File: config.mk
export PLATFORM = sky130hd
export DESIGN_NAME = pll_dyn_cfg_ctrl
export DESIGN_NICKNAME = d
export VERILOG_FILES = /design/src/rtl/pll_cfg_pkg.sv /design/src/rtl/pll_dyn_cfg_ctrl_sync_2ff.sv /design/src/rtl/pll_dyn_cfg_ctrl.sv
export SDC_FILE = /design/constraint.sdc
export NUM_CORES = 1
export LEC_CHECK = 0
export BUFFER_PORTS_ARGS = -buffer_cell sky130_fd_sc_hd__buf_2
export CAP_MARGIN = 30
export CORE_MARGIN = 2
export CORE_UTILIZATION = 45
export CTS_BUF_LIST = sky130_fd_sc_hd__clkbuf_16
export DETAILED_ROUTE_END_ITERATION = 7
export PLACE_DENSITY = 0.66
export SLEW_MARGIN = 20
export SYNTH_ARGS = -nofsm -noshare
export SYNTH_HDL_FRONTEND = slang
export SYNTH_HIERARCHICAL = 1
export SYNTH_SLANG_ARGS = --single-unit
export TNS_END_PERCENT = 1
File: constraint.sdc
create_clock -name clk -period 6.7 [get_ports clk]
set_input_delay 0 -clock clk [delete_from_list [all_inputs] [get_ports clk]]
set_output_delay 0 -clock clk [all_outputs]
set_load 0.01 [all_outputs]
File: src/rtl/pll_cfg_pkg.sv
// Shared types and constants for the video PLL dynamic configuration controller.
package pll_cfg_pkg;

    // Controller sequence states.
    typedef enum logic [2:0] {
        RST       = 3'd0,
        WAIT_LOCK = 3'd1,
        STABLE    = 3'd2,
        LOCKED    = 3'd3,
        ERROR     = 3'd4
    } pll_state_e;

    // Divider/duty values driven out of reset.
    localparam int ODIV_DEFAULT = 100;
    localparam int DUTY_DEFAULT = 100;

    // Default timing limits.
    localparam int LOCK_TIMEOUT_DEFAULT  = 65535;
    localparam int STABLE_CYCLES_DEFAULT = 256;

    // Bits needed to hold a counter that runs from 0 up to max_val inclusive.
    function automatic int cnt_w(input int max_val);
        return (max_val < 1) ? 1 : $clog2(max_val + 1);
    endfunction

    localparam int TMR_W_DEFAULT = cnt_w(LOCK_TIMEOUT_DEFAULT);
    localparam int STB_W_DEFAULT = cnt_w(STABLE_CYCLES_DEFAULT);

endpackage

File: src/rtl/pll_dyn_cfg_ctrl_sync_2ff.sv
// Generic 1-bit two-flop synchroniser; both flops clear to 0 on rst_n.
module sync_2ff (
    input  logic clk,
    input  logic rst_n,
    input  logic d,
    output logic q
);

    logic meta_p0;
    logic meta_p1;

    // Two back-to-back flops give the first one a full cycle to settle.
    always_ff @(posedge clk or negedge rst_n) begin
        if (!rst_n) begin
            meta_p0 <= 1'b0;
            meta_p1 <= 1'b0;
        end else begin
            meta_p0 <= d;
            meta_p1 <= meta_p0;
        end
    end

    assign q = meta_p1;

endmodule

File: src/rtl/pll_dyn_cfg_ctrl.sv
// Video PLL reset and dynamic divider/duty controller.
// Sequences power-up and reconfiguration: hold pll_rst, release, wait for a
// synchronised lock, qualify it for STABLE_CYCLES, then report LOCKED.
// Optional build macro LOCK_LOSS_RECOVER_EN: a lock drop while LOCKED
// triggers an automatic reset/re-lock sequence instead of just clearing locked.
module pll_dyn_cfg_ctrl
    import pll_cfg_pkg::*;
#(
    parameter int DIV_W         = 10,
    parameter int ODIV_DEF      = ODIV_DEFAULT,
    parameter int DUTY_DEF      = DUTY_DEFAULT,
    parameter int RST_CYCLES    = 16,
    parameter int LOCK_TIMEOUT  = LOCK_TIMEOUT_DEFAULT,
    parameter int STABLE_CYCLES = STABLE_CYCLES_DEFAULT,
    parameter int MAX_RETRY     = 3
) (
    input  logic             clk,
    input  logic             rst_n,
    input  logic             cfg_valid,
    output logic             cfg_ready,
    input  logic [DIV_W-1:0] cfg_odiv,
    input  logic [DIV_W-1:0] cfg_duty,
    input  logic             pll_lock,
    output logic             pll_rst,
    output logic [DIV_W-1:0] dyn_odiv,
    output logic [DIV_W-1:0] dyn_duty,
    output logic             locked,
    output logic             cfg_done,
    output logic             cfg_err,
    output logic [1:0]       retry_cnt
);

    localparam logic [2:0] S_RST       = RST;
    localparam logic [2:0] S_WAIT_LOCK = WAIT_LOCK;
    localparam logic [2:0] S_STABLE    = STABLE;
    localparam logic [2:0] S_LOCKED    = LOCKED;
    localparam logic [2:0] S_ERROR     = ERROR;

    localparam int RST_W = cnt_w(RST_CYCLES);
    localparam int TMR_W = cnt_w(LOCK_TIMEOUT);
    localparam int STB_W = cnt_w(STABLE_CYCLES);

    logic             lock_s;
    logic [2:0]       state;
    logic [2:0]       state_nxt;
    logic [RST_W-1:0] rst_cnt;
    logic [TMR_W-1:0] tmr;
    logic [STB_W-1:0] stb_cnt;
    logic             accept;
    logic             cfg_bad;
    logic             tmo;
    logic             keep_tmr;

    sync_2ff u_lock_sync (
        .clk   (clk),
        .rst_n (rst_n),
        .d     (pll_lock),
        .q     (lock_s)
    );

    assign cfg_ready = (state == S_LOCKED) || (state == S_ERROR);
    assign accept    = cfg_valid & cfg_ready;
    assign cfg_bad   = (cfg_odiv == '0) || (cfg_duty == '0);
    assign tmo       = (tmr >= TMR_W'(LOCK_TIMEOUT));
    // The lock timeout measures time since pll_rst release, so bouncing
    // between WAIT_LOCK and STABLE must not restart it.
    assign keep_tmr  = ((state == S_WAIT_LOCK) && (state_nxt == S_STABLE)) ||
                       ((state == S_STABLE) && (state_nxt == S_WAIT_LOCK));

    // Next-state decode for the bring-up / reconfiguration sequence.
    always_comb begin
        state_nxt = state;
        case (state)
            S_RST: begin
                if (rst_cnt >= RST_W'(RST_CYCLES - 1)) state_nxt = S_WAIT_LOCK;
            end
            S_WAIT_LOCK: begin
                if (lock_s)   state_nxt = S_STABLE;
                else if (tmo) state_nxt = (retry_cnt < 2'(MAX_RETRY)) ? S_RST : S_ERROR;
            end
            S_STABLE: begin
                if (!lock_s) state_nxt = S_WAIT_LOCK;
                else if (stb_cnt >= STB_W'(STABLE_CYCLES - 1)) state_nxt = S_LOCKED;
            end
            S_LOCKED: begin
                if (accept && !cfg_bad) state_nxt = S_RST;
`ifdef LOCK_LOSS_RECOVER_EN
                else if (!lock_s) state_nxt = S_RST;
`endif
            end
            S_ERROR: begin
                if (accept && !cfg_bad) state_nxt = S_RST;
            end
            default: state_nxt = S_RST;
        endcase
    end

    // State register and saturating sequence counters, cleared on state entry.
    always_ff @(posedge clk or negedge rst_n) begin
        if (!rst_n) begin
            state   <= S_RST;
            rst_cnt <= '0;
            tmr     <= '0;
            stb_cnt <= '0;
        end else begin
            state <= state_nxt;
            if (state_nxt != state) begin
                rst_cnt <= '0;
                stb_cnt <= '0;
                if (!keep_tmr)  tmr <= '0;
                else if (!tmo)  tmr <= tmr + 1'b1;
            end else begin
                if (rst_cnt < RST_W'(RST_CYCLES))    rst_cnt <= rst_cnt + 1'b1;
                if (stb_cnt < STB_W'(STABLE_CYCLES)) stb_cnt <= stb_cnt + 1'b1;
                if (!tmo)                            tmr     <= tmr + 1'b1;
            end
        end
    end

    // Registered PLL-facing outputs and status; dyn_* only move on the edge
    // that also raises pll_rst.
    always_ff @(posedge clk or negedge rst_n) begin
        if (!rst_n) begin
            pll_rst   <= 1'b1;
            dyn_odiv  <= DIV_W'(ODIV_DEF);
            dyn_duty  <= DIV_W'(DUTY_DEF);
            locked    <= 1'b0;
            cfg_done  <= 1'b0;
            cfg_err   <= 1'b0;
            retry_cnt <= 2'd0;
        end else begin
            pll_rst  <= (state_nxt == S_RST) || (state_nxt == S_ERROR);
            cfg_done <= (state_nxt == S_LOCKED) && (state != S_LOCKED);
            locked   <= (state_nxt == S_LOCKED) && lock_s;
            if (accept) begin
                if (cfg_bad) begin
                    cfg_err <= 1'b1;
                end else begin
                    dyn_odiv  <= cfg_odiv;
                    dyn_duty  <= cfg_duty;
                    cfg_err   <= 1'b0;
                    retry_cnt <= 2'd0;
                end
            end else if ((state == S_WAIT_LOCK) && !lock_s && tmo) begin
                if (retry_cnt < 2'(MAX_RETRY)) retry_cnt <= retry_cnt + 2'd1;
                else                           cfg_err   <= 1'b1;
            end else if ((state == S_LOCKED) && (state_nxt == S_RST)) begin
                retry_cnt <= 2'd0;
            end
        end
    end

endmodule

Yosys cells after proc, flatten, opt, wreduce, memory -nomap -nowiden
Cells that the tools add are included.
- output and inout port bits: 27
- input bits: 24
- flip-flop bits (word level): 61
- reduce and logical (&&, ||, !) cells: 26
- multiplexer cells: 24
- add/subtract/negate cells: 4
- bitwise operators: 2
- $lt $le $gt $ge: 6
- eq/ne operators: 13
- operator list (kind ; number):
    two-way mux 16 bit ; 3
    two-way mux 3 bit ; 7
    logical NOT 10 bit ; 2
    two-way mux 9 bit ; 2
    adder 16 x 1 -> 16 bit, second input constant ; 1
    greater-or-equal comparator 16 bit, second input constant ; 1
    equality test 3 x 2 -> 1 bit, second input constant ; 4
    case mux 3 bit (4 select lines) ; 1
    two-way mux 2 bit ; 5
    two-way mux 5 bit ; 2
    adder 9 x 1 -> 9 bit, second input constant ; 1
    greater-or-equal comparator 9 x 8 -> 1 bit, second input constant ; 1
    less-than comparator 9 bit, second input constant ; 1
    logical AND 1 bit ; 8
    equality test 3 x 1 -> 1 bit, second input constant ; 2
    equality test 3 bit, second input constant ; 2
    logical NOT 3 bit ; 2
    nonzero test 2 bit ; 3
    adder 5 x 1 -> 5 bit, second input constant ; 1
    greater-or-equal comparator 5 x 4 -> 1 bit, second input constant ; 1
    less-than comparator 5 bit, second input constant ; 1
    logical OR 1 bit ; 4
    two-way mux 1 bit ; 4
    != test 2 bit, second input constant ; 2
    other kinds (12) ; 14

Logic depth before layout (Yosys ltp)
Gate-level depths: netlist of run 1.
- depth after elaboration: 11
- depth in mapped cells: 11
- gate-level depth less buffers: 10

Hierarchy
Netlist of run 1, hierarchy kept.
- modules (own cells, without submodules) (module ; sequential area each (µm²) ; cells each ; instances ; area each (µm²)):
    pll_dyn_cfg_ctrl ; 1485.2 ; 302 ; 1 ; 2894.0
    sync_2ff ; 50.0 ; 2 ; 1 ; 50.0

Worst setup path after synthesis of run 1
OpenSTA, ideal clock, no wires.
- kind: flip-flop to flip-flop
- start point: reg stb_cnt[0]
- end point: reg rst_cnt[0]
- cell stages (with the launch flop): 12
- library setup time: 0.069 ns
- arrival: 2.332 ns
- path slack: 4.299 ns
- path through: dfrtp_1 ha_1 inv_1 nor3_1 ha_1 nor4b_1 a2111oi_0 nor3_1 a21oi_2 o31ai_4 buf_6 nor2_2
- word-level cells in the longest chain between the ends: 6
- elaborated cells between the ends (all ways): 7
- RTL lines (item ; RTL line ; RTL):
    start, declared ; pll_dyn_cfg_ctrl.sv:48 ; logic [STB_W-1:0] stb_cnt;
    start signal, assigned ; pll_dyn_cfg_ctrl.sv:114 ; if (stb_cnt < STB_W'(STABLE_CYCLES)) stb_cnt <= stb_cnt + 1'b1;
    greater-or-equal comparator 9 x 8 -> 1 bit * ; pll_dyn_cfg_ctrl.sv:83 ; else if (stb_cnt >= STB_W'(STABLE_CYCLES - 1)) state_nxt = S_LOCKED;
    two-way mux 3 bit * ; pll_dyn_cfg_ctrl.sv:83 ;
    two-way mux 3 bit * ; pll_dyn_cfg_ctrl.sv:82 ; if (!lock_s) state_nxt = S_WAIT_LOCK;
    case mux 3 bit (4 select lines) * ; pll_dyn_cfg_ctrl.sv:73 ; case (state)
    != test 3 bit * ; pll_dyn_cfg_ctrl.sv:107 ; if (state_nxt != state) begin
    two-way mux 5 bit or nonzero test 2 bit (tied branches) ; n/a ;
    end signal, assigned ; pll_dyn_cfg_ctrl.sv:113 ; if (rst_cnt < RST_W'(RST_CYCLES)) rst_cnt <= rst_cnt + 1'b1;
    end, declared ; pll_dyn_cfg_ctrl.sv:46 ; logic [RST_W-1:0] rst_cnt;
Mark *: on every way between the ends. The rest lies on a longest branch, timed or not.
A chain may end at the register's enable or synchronous reset.

Worst setup path in the final report of run 1
- start point: reg state[0]
- end point: reg stb_cnt[0]
- word-level cells in the longest chain between the ends: 8
- elaborated cells between the ends (all ways): 19
- RTL lines (item ; RTL line ; RTL):
    start, declared ; pll_dyn_cfg_ctrl.sv:44 ; logic [2:0] state;
    start signal, assigned ; pll_dyn_cfg_ctrl.sv:106 ; state <= state_nxt;
    equality test 3 x 2 -> 1 bit or equality test 3 bit (tied branches) ; pll_dyn_cfg_ctrl.sv:61, pll_dyn_cfg_ctrl.sv:73 ;
    logical OR 1 bit ; pll_dyn_cfg_ctrl.sv:61 ; assign cfg_ready = (state == S_LOCKED) || (state == S_ERROR);
    AND 1 bit ; pll_dyn_cfg_ctrl.sv:62 ; assign accept = cfg_valid & cfg_ready;
    logical AND 1 bit ; pll_dyn_cfg_ctrl.sv:86, pll_dyn_cfg_ctrl.sv:92 ;
    two-way mux 3 bit ; pll_dyn_cfg_ctrl.sv:86, pll_dyn_cfg_ctrl.sv:92 ;
    case mux 3 bit (4 select lines) ; pll_dyn_cfg_ctrl.sv:73 ;
    != test 3 bit * ; pll_dyn_cfg_ctrl.sv:107 ;
    two-way mux 9 bit or nonzero test 2 bit (tied branches) ; n/a ;
Marked as above.

==> run summary, run 1 <==
The post-placement cell area is about 3200 um2. Counting every instance in the synthesized netlist gives 304. The power per unit of standard cell area came out at 390 nW/um2. The number of buffers on the longest clock path is 2. The register bit count reported by yosys is between 60 and 70. In this run the critical register-to-register path is captured at stb_cnt[0]. The worst hold slack after final layout came out at about 0.18 ns.

The average wire per standard cell is ~15 um. The number of antenna-violating nets in the routed design is 0. After layout, the design draws a total of 0.00146 W.

In the layout the commonest cells are sky130_fd_sc_hd__nand2_1 (69), sky130_fd_sc_hd__dfrtp_1 (54), sky130_fd_sc_hd__buf_2 (50). The ratio of final minimum period to clock period is 47.1%. The finished cells cover 3740 um2. The insertion delay to the later sink of the worst-skew pair came out at about 0.32 ns.

The core region area came out at roughly 6300 um2. The initial antenna violation count is 0. The sequential fraction of design power is 39.6%. The vertical extent of the die is 84.9 um. The share of final-layout standard cells stronger than drive strength 1 came out at 23.8%. The hold violation total from the final report was 0.

The master of the slowest instance on the critical path is sky130_fd_sc_hd__and3_1. The worst-margin pin slew came out at approximately 0.94 ns. The H-tree was split into 3 levels. For this run, the leading register cell type out of synthesis is sky130_fd_sc_hd__dfrtp_1. For this configuration, the core starts out at a cell density of 46.4%. The worst path arrival time came out at 3.33 ns.

The initial DRC count came out at 146. The via count of the first global-routing pass came out at about 2,500. The number of cells on the worst reg-to-reg path came out at 6. The library cell used most frequently in the layout, excluding fill and tap cells, is sky130_fd_sc_hd__nand2_1. The design internal power is approximately 0.00094 W. The achievable clock frequency came out at 317 MHz. For this run, the number of Yosys warnings is 6. The root buffer cell chosen for the clock tree is sky130_fd_sc_hd__clkbuf_16. The first-pass GRT wire length is 11.4 mm. The XOR/XNOR share of the synthesized area is about 6.2%.

The area share of the largest cell type after synthesis came out at 45.9%. The post-synthesis adder-cell area fraction came out at 2.55%. The largest fanout on the critical path came out at 26. Setup repair after global routing left no endpoint under its margin. The number of setup buffers added after CTS is 0. Counting instances, the worst hold path has a depth of 4. The peak supply drop came out at 0.234 mV.

The die footprint came out at 7210 um2. The total congestion overflow after global routing came out at 0. The area of combinational cells with multiple inputs is 1330 um2. In this run the critical register-to-register path is launched from state[0].

The run finished with clean final reports. In this run the cell area of the synthesized design comes to between 2000 and 3000 um2. The share of synthesized registers carrying an async set or reset came out at between 90% and 100%. The mux share of post-synthesis cell area came out at approximately 1.7%. The tool flagged a number of max-cap violations equal to 0. The end point of the most critical hold path is cfg_err. Summed over all instances, the cell type with the most area after synthesis is sky130_fd_sc_hd__dfrtp_1. After detailed routing, the number of vias per cell comes to between 5 and 6. The max-slew headroom at the worst pin is 37.0%.

The I/O pin count is 51. At the worst endpoint, the required time is ~6.9 ns. The setup total negative slack is 0 ns.

The worst hold path begins at cfg_valid. The detailed router placed 2,475 vias in this run. The simple-gate portion of the synthesized area is 27.9%.

The final setup skew is 0.00627 ns. Before antenna repair, the detailed router went through 4 iterations. The residual DRC count came out at 0. The min-delay analysis places its worst path in the category input port to flip-flop. The power share of the combinational group is between 30% and 40%.

The relative area change from synthesis to final layout is 27.2%. Once layout is complete, the utilization of the core stands at around three fifths. The net switching component of the power is between 0.0005 and 0.0006 W.

The count of standard-cell rows came out at 29. The final period demand of the worst path came out at ~3.2 ns. The static leakage power is ~1.8 nW. The total global-route track usage came out at 20.0%.

The detailed-placement wirelength estimate is slightly above 4 mm. The type of the worst setup path is flip-flop to flip-flop. For flop-to-flop paths, the worst setup slack is about 3.5 ns. The mean instance size in the synthesized netlist came out at 9.68 um2. Yosys attributes the largest share of cell area to sky130_fd_sc_hd__dfrtp_1 (46%), sky130_fd_sc_hd__nand2_1 (8.8%), sky130_fd_sc_hd__dfstp_2 (6.2%), sky130_fd_sc_hd__nor2_1 (3.8%), sky130_fd_sc_hd__xor2_1 (3.3%). The category of the worst setup path launch point is a flip-flop.

The clock net in this run drives a total of 61 sinks. The number of nets in the layout is a little over 400. TritonCTS built the clock tree. The number of slew-limit violations in the final report is 0. The horizontal die dimension is 84.9 um. The maximum number of pins on one net before global-route repair is 62. The count of port buffers added during placement came out at 50. Walking the worst path, the cells encountered are or3b_4 > a21boi_2 > and3_1 > o21ai_4 > o31ai_4 > nor2_1. After synthesis, the largest family of logic cells by area is simple AND/OR/NAND/NOR gates. The routed wire length is 6.68 mm. The synthesized design contains 0 enable-type register cells. The critical path endpoint category is a flip-flop. Synthesis instantiated 46 different standard cells from the library. The count of inserted antenna diode cells came out at 0.

The net count of the mapped netlist is 334. The layout has 518 filler cells. The placer congestion estimate came out at about 0.75. For this run, the register share of the synthesized area comes to 52.1%. The number of failing setup endpoints in the final timing report came out at 0.

Clock tree synthesis inserted a total of 9 buffers. The delay of the slowest critical-path stage came out at 0.82 ns. The clock network burns a little under a third of the power. Clock-pin slew was measured on the worst setup and hold paths at approximately 0.05 ns.

Net switching is 35.7% of the power. Summing all flip-flop and latch instances after layout gives 1540 um2. The post-synthesis compound-gate area fraction is roughly 6.8%.
-- area by class of cell --
cell class                      count  share of cell area [%]
Multi-Input combinational cell    228                    35.6
Sequential cell                    61                    41.0
Inverter                            5                   0.501
Timing Repair Buffer               73                    12.8
Tap cell                           77                    2.57
Clock inverter                      7                    1.54
Clock buffer                        9                    6.02
-- per-stage QoR --
stage / std cells / worst slack (ns)
after floorplan: 304 / 4.30
after global placement: 422 / 3.63
after detailed placement: 422 / 3.58
after CTS: 460 / 3.56
after global routing: 460 / 3.24
final: 460 / 3.55
-- registers in the layout, indices dropped and copies added, names as in the netlist --
register	count
state	3
pll_rst	1
stb_cnt	9
dyn_duty	10
rst_cnt	5
locked	1
tmr	16
u_lock_sync/meta_p0	1
dyn_odiv	10
u_lock_sync/q	1
cfg_err	1
cfg_done	1
retry_cnt	2
-- worst max-delay path: cells and delay by family (launching register included) --
| kind | cells | cell delay, ns |
|---|---|---|
| DFF | 1 | 0.51 |
| AOI/OAI and AO/OA | 3 | 1.09 |
| and+or+nand+nor | 3 | 1.40 |
-- synthesized netlist by cell type, types with 6 or more instances --
master / number
sky130_fd_sc_hd__nand2_1: 69
sky130_fd_sc_hd__dfrtp_1: 54
sky130_fd_sc_hd__nor2_1: 30
sky130_fd_sc_hd__nand3_1: 19
sky130_fd_sc_hd__xor2_1: 11
sky130_fd_sc_hd__nor2_2: 10
sky130_fd_sc_hd__xnor2_1: 10
sky130_fd_sc_hd__nand4_1: 9
sky130_fd_sc_hd__a21oi_1: 8
sky130_fd_sc_hd__and3_1: 8
sky130_fd_sc_hd__dfstp_2: 7
sky130_fd_sc_hd__nor4_1: 7
sky130_fd_sc_hd__ha_1: 6
-- how the worst max path moves through the flow --
| stage | start | to | slack [ns] | cells after the start |
|---|---|---|---|---|
| 2_1_floorplan | stb_cnt[0] | rst_cnt[0] | 4.30 | 11 |
| 4_1_cts | state[0] | stb_cnt[1] | 3.56 | 6 |
| 5_1_grt | state[0] | stb_cnt[1] | 3.24 | 6 |
| 6_report | state[0] | stb_cnt[0] | 3.55 | 6 |
| 3_3_place_gp | state[0] | stb_cnt[1] | 3.63 | 6 |
| 3_5_place_dp | state[0] | stb_cnt[0] | 3.58 | 6 |
-- timing repair --
action | 4_1_cts | 5_1_grt
resized for setup | 0 | 0
hold buffers | 22 | 0
endpoints found under the setup margin | 0 | 0
hold endpoints to repair | 75 | 0
-- power groups by stage --
| stage | Combinational (W) | Sequential [W] | Clock, W |
|---|---|---|---|
| final | 0.000441 | 0.000578 | 0.000439 |
| after global routing | 0.000497 | 0.000594 | 0.000462 |
| after CTS | 0.000443 | 0.000576 | 0.000443 |
| after detailed placement | 0.000434 | 0.000576 | 0 |
| after global placement | 0.000422 | 0.000578 | 0 |
| after floorplan | 0.000288 | 0.000590 | 0 |
-- metal layers --
layer	GRT usage, %	vias to the layer above	wire length, um
met5	0	-	0
met4	11.3	0	220
met3	5.06	21	397
met2	33.0	89	3170
met1	24.0	1180	2890
li1	-	1185	-
-- cell families after synthesis --
family | after synthesis
flops | 61
xor+xnor | 21
mux | 5
fa+ha+maj | 6
buf+inv | 15
compound gates | 25
simple gates | 171
No activity file was read; power rests on OpenSTA's default activity.
==> inputs of run 2 (changes only) <==
- clock period: 6.7 -> 3.2 ns (I/O delays scaled with it)
==> run summary, run 2 (synthesis results as in run 1) <==
The CTS buffer count is 9 (unchanged). The share of total power in the clock network is 32.3% (+2.2 points). On the critical path, the stage with the largest delay is an instance of sky130_fd_sc_hd__o31ai_4.

The number of slew-limit violations in the final report is 0 (unchanged). The net switching component of the power is 0.00109 W (+110%). The average wire per standard cell came out at 13.8 um (-4.8%). The insertion delay to the later sink of the worst-skew pair was 0.33 ns (about the same). Setup repair after global routing left no endpoint under its margin.

The horizontal die dimension came out at 84.9 um (unchanged). The ratio of final minimum period to clock period is 89.2% (+42 points). The number of failing setup endpoints in the final timing report is 0 (unchanged). The type of the worst setup path is flip-flop to flip-flop.

The initial antenna violation count came out at 0 (unchanged). The detailed-placement wirelength estimate came out at 4.21 mm (+2.1%). The register-to-register path setup slack is 0.34 ns (-3.20 ns). The vertical extent of the die came out at 84.9 um (unchanged).

The first-pass GRT wire length is 11.2 mm (-2.2%). The effective utilization at floorplan came to 46.4% (unchanged). The most common cell after layout, fill and taps aside is sky130_fd_sc_hd__nand2_1. The number of nets in the layout is 413 (+1.2%). The CTS tree is built.

The critical path data required time came out at 3.37 ns (-3.50 ns). The sequential fraction of design power came out at 38.3% (-1.3 points). The max-slew headroom at the worst pin was 44.8% (+7.8 points). The area growth from synthesis to layout is 30.0%. The worst path arrival time came out at 3.03 ns (-0.30 ns). The final core utilization is 60.3% (+1.3 points).

The via-per-instance ratio came out at 5.25 (-2.5%). The design internal power is 0.00206 W (+120%). The setup total negative slack came out at 0 ns (unchanged). The routed wire length came out at 6.43 mm (-3.7%). The initial DRC count came out at 144 (-1.4%).

The number of buffers inserted by hold repair at cts was 22 (unchanged). The largest registers in the layout are tmr (16), dyn_duty (10), dyn_odiv (10). The largest fanout on the critical path is 14 (-46%). The post-placement cell area came to 3290 um2 (+1.5%). The critical path goes through ha_1 > inv_1 > nor3_1 > ha_1 > nor4b_1 > a2111oi_0 > nor4_1 > o31ai_4 > nor2_1. The count of inserted antenna diode cells came out at 0 (unchanged). The hold violation total from the final report came out at 0 (unchanged). The summed area of non-filler cells in the final layout came to 3830 um2 (+2.2%).

The die footprint is 7210 um2 (unchanged). The peak supply drop came to 0.431 mV (+85%). The share of final-layout standard cells stronger than drive strength 1 came to 24.7% (+0.98 points). The total via count after detailed routing is 2,439 (-1.5%).

The number of search-and-repair iterations in the first detailed-routing pass came out at 4 (unchanged). The worst setup path is launched from a flip-flop. The number of cells on the worst reg-to-reg path came out at 9 (+3). The total congestion overflow after global routing is 0 (unchanged).

The critical path endpoint category is a flip-flop. The static leakage power came to 1.85 nW (+1.7%). The power share of the combinational group is 29.4% (-0.8 points). The number of flip-flops under the largest register name came out at 16 (unchanged). The power per unit of standard cell area was 823 nW/um2 (+110%). The number of fill cells came out at 514 (-0.77%). The I/O pin count came to 51 (unchanged). The count of port buffers added during placement is 50 (unchanged). The number of max-cap violations came out at 0 (unchanged). The final period demand of the worst path came out at 2.86 ns (-0.299 ns). The core region area was 6350 um2 (unchanged). The library cell appearing most often on the critical path is sky130_fd_sc_hd__ha_1. The maximum number of pins on one net before global-route repair was 33 (-47%). The number of sinks driven by the clock tree came out at 61 (unchanged). The flow ran to the end, and the final reports show no timing, DRC or antenna violations. The clock slew seen by the registers of the worst setup and hold paths came out at 0.05 ns (about the same).

The delay of the slowest critical-path stage is 0.71 ns (-0.11 ns). The source of the worst register-to-register timing path is stb_cnt[0]. The count of standard-cell rows came out at 29 (unchanged). The worst setup path startpoint is stb_cnt[0]. The residual DRC count was 0 (unchanged). The final setup skew came out at 0.00766 ns (+0.00140 ns).

In this run the clock root is driven by a sky130_fd_sc_hd__clkbuf_16. The worst-margin pin slew came to 0.828 ns (-0.117 ns). The number of buffers on the longest clock path came to 2 (unchanged). The post-route total power is 0.00315 W (+120%). The via count of the first global-routing pass came out at 2,440 (-1.1%). The total number of H-tree levels is 3 (unchanged). The total global-route track usage came out at 19.5% (-0.51 points).

The switching share of power is 34.6% (-1.0 points). The post-cts repair resize count came out at 0 (unchanged). The number of setup buffers added after CTS came to 0 (unchanged). In the layout the commonest cells are sky130_fd_sc_hd__nand2_1 (69), sky130_fd_sc_hd__dfrtp_1 (54), sky130_fd_sc_hd__buf_2 (50).

In this run the critical register-to-register path is captured at stb_cnt[1]. The achievable clock frequency is 350 MHz (+10%). The placer congestion estimate is 0.837 (+12%).

The top register by number of flip-flops is tmr. In this run the worst hold path is classified as input port to asynchronous set/reset pin. The number of antenna-violating nets in the routed design is 0 (unchanged).
[run 2: power groups by stage]
stage	Sequential, W	Clock (W)	Combinational (W)
3_3_place_gp	0.00121	0	0.000890
6_report	0.00121	0.00102	0.000925
2_1_floorplan	0.00124	0	0.000602
5_1_grt	0.00124	0.00107	0.00105
3_5_place_dp	0.00121	0	0.000913
4_1_cts	0.00120	0.00104	0.000931
[run 2: worst max-delay path by stage]
stage | end | slack, ns | cells after the start
5_1_grt | stb_cnt[0] | 0.05 | 9
2_1_floorplan | rst_cnt[0] | 0.80 | 11
3_5_place_dp | stb_cnt[0] | 0.34 | 9
3_3_place_gp | stb_cnt[0] | 0.45 | 9
6_report | stb_cnt[1] | 0.34 | 9
4_1_cts | stb_cnt[0] | 0.33 | 9
[run 2: routing by layer]
layer	track usage, %	up-vias	wire (um)
met5	0	-	0
met4	7.07	0	93
met3	6.23	9	370
met2	31.0	70	2950
met1	25.3	1160	3020
li1	-	1200	-
[run 2: final cells by class]
cell class | count | area (um2) | share of cell area, %
sequential | 61 | 1540 | 40.1
multi-input combinational | 228 | 1330 | 34.8
timing repair buffer | 78 | 528 | 13.8
clock buffer | 9 | 225 | 5.88
tap | 77 | 96.3 | 2.52
clock inverter | 7 | 91.3 | 2.39
inverter | 5 | 18.8 | 0.490
[run 2: critical path: cells and delay by family, from the launching register on]
| kind | cells | cell delay [ns] |
|---|---|---|
| AOI/OAI and AO/OA | 2 | 1.37 |
| and+or+nand+nor | 4 | 0.56 |
| DFF | 1 | 0.39 |
| adders and majority gates | 2 | 0.34 |
| buffers and inverters | 1 | 0.04 |
[run 2: stage by stage]
step / std cells / setup WS (ns) / hold slack, ns
finish: 465 / 0.344 / 0.138
global placement: 426 / 0.445 / 0.109
CTS: 465 / 0.330 / 0.155
detailed placement: 427 / 0.342 / -0.0422
floorplan: 304 / 0.799 / -0.296
global route: 465 / 0.0546 / 0.180
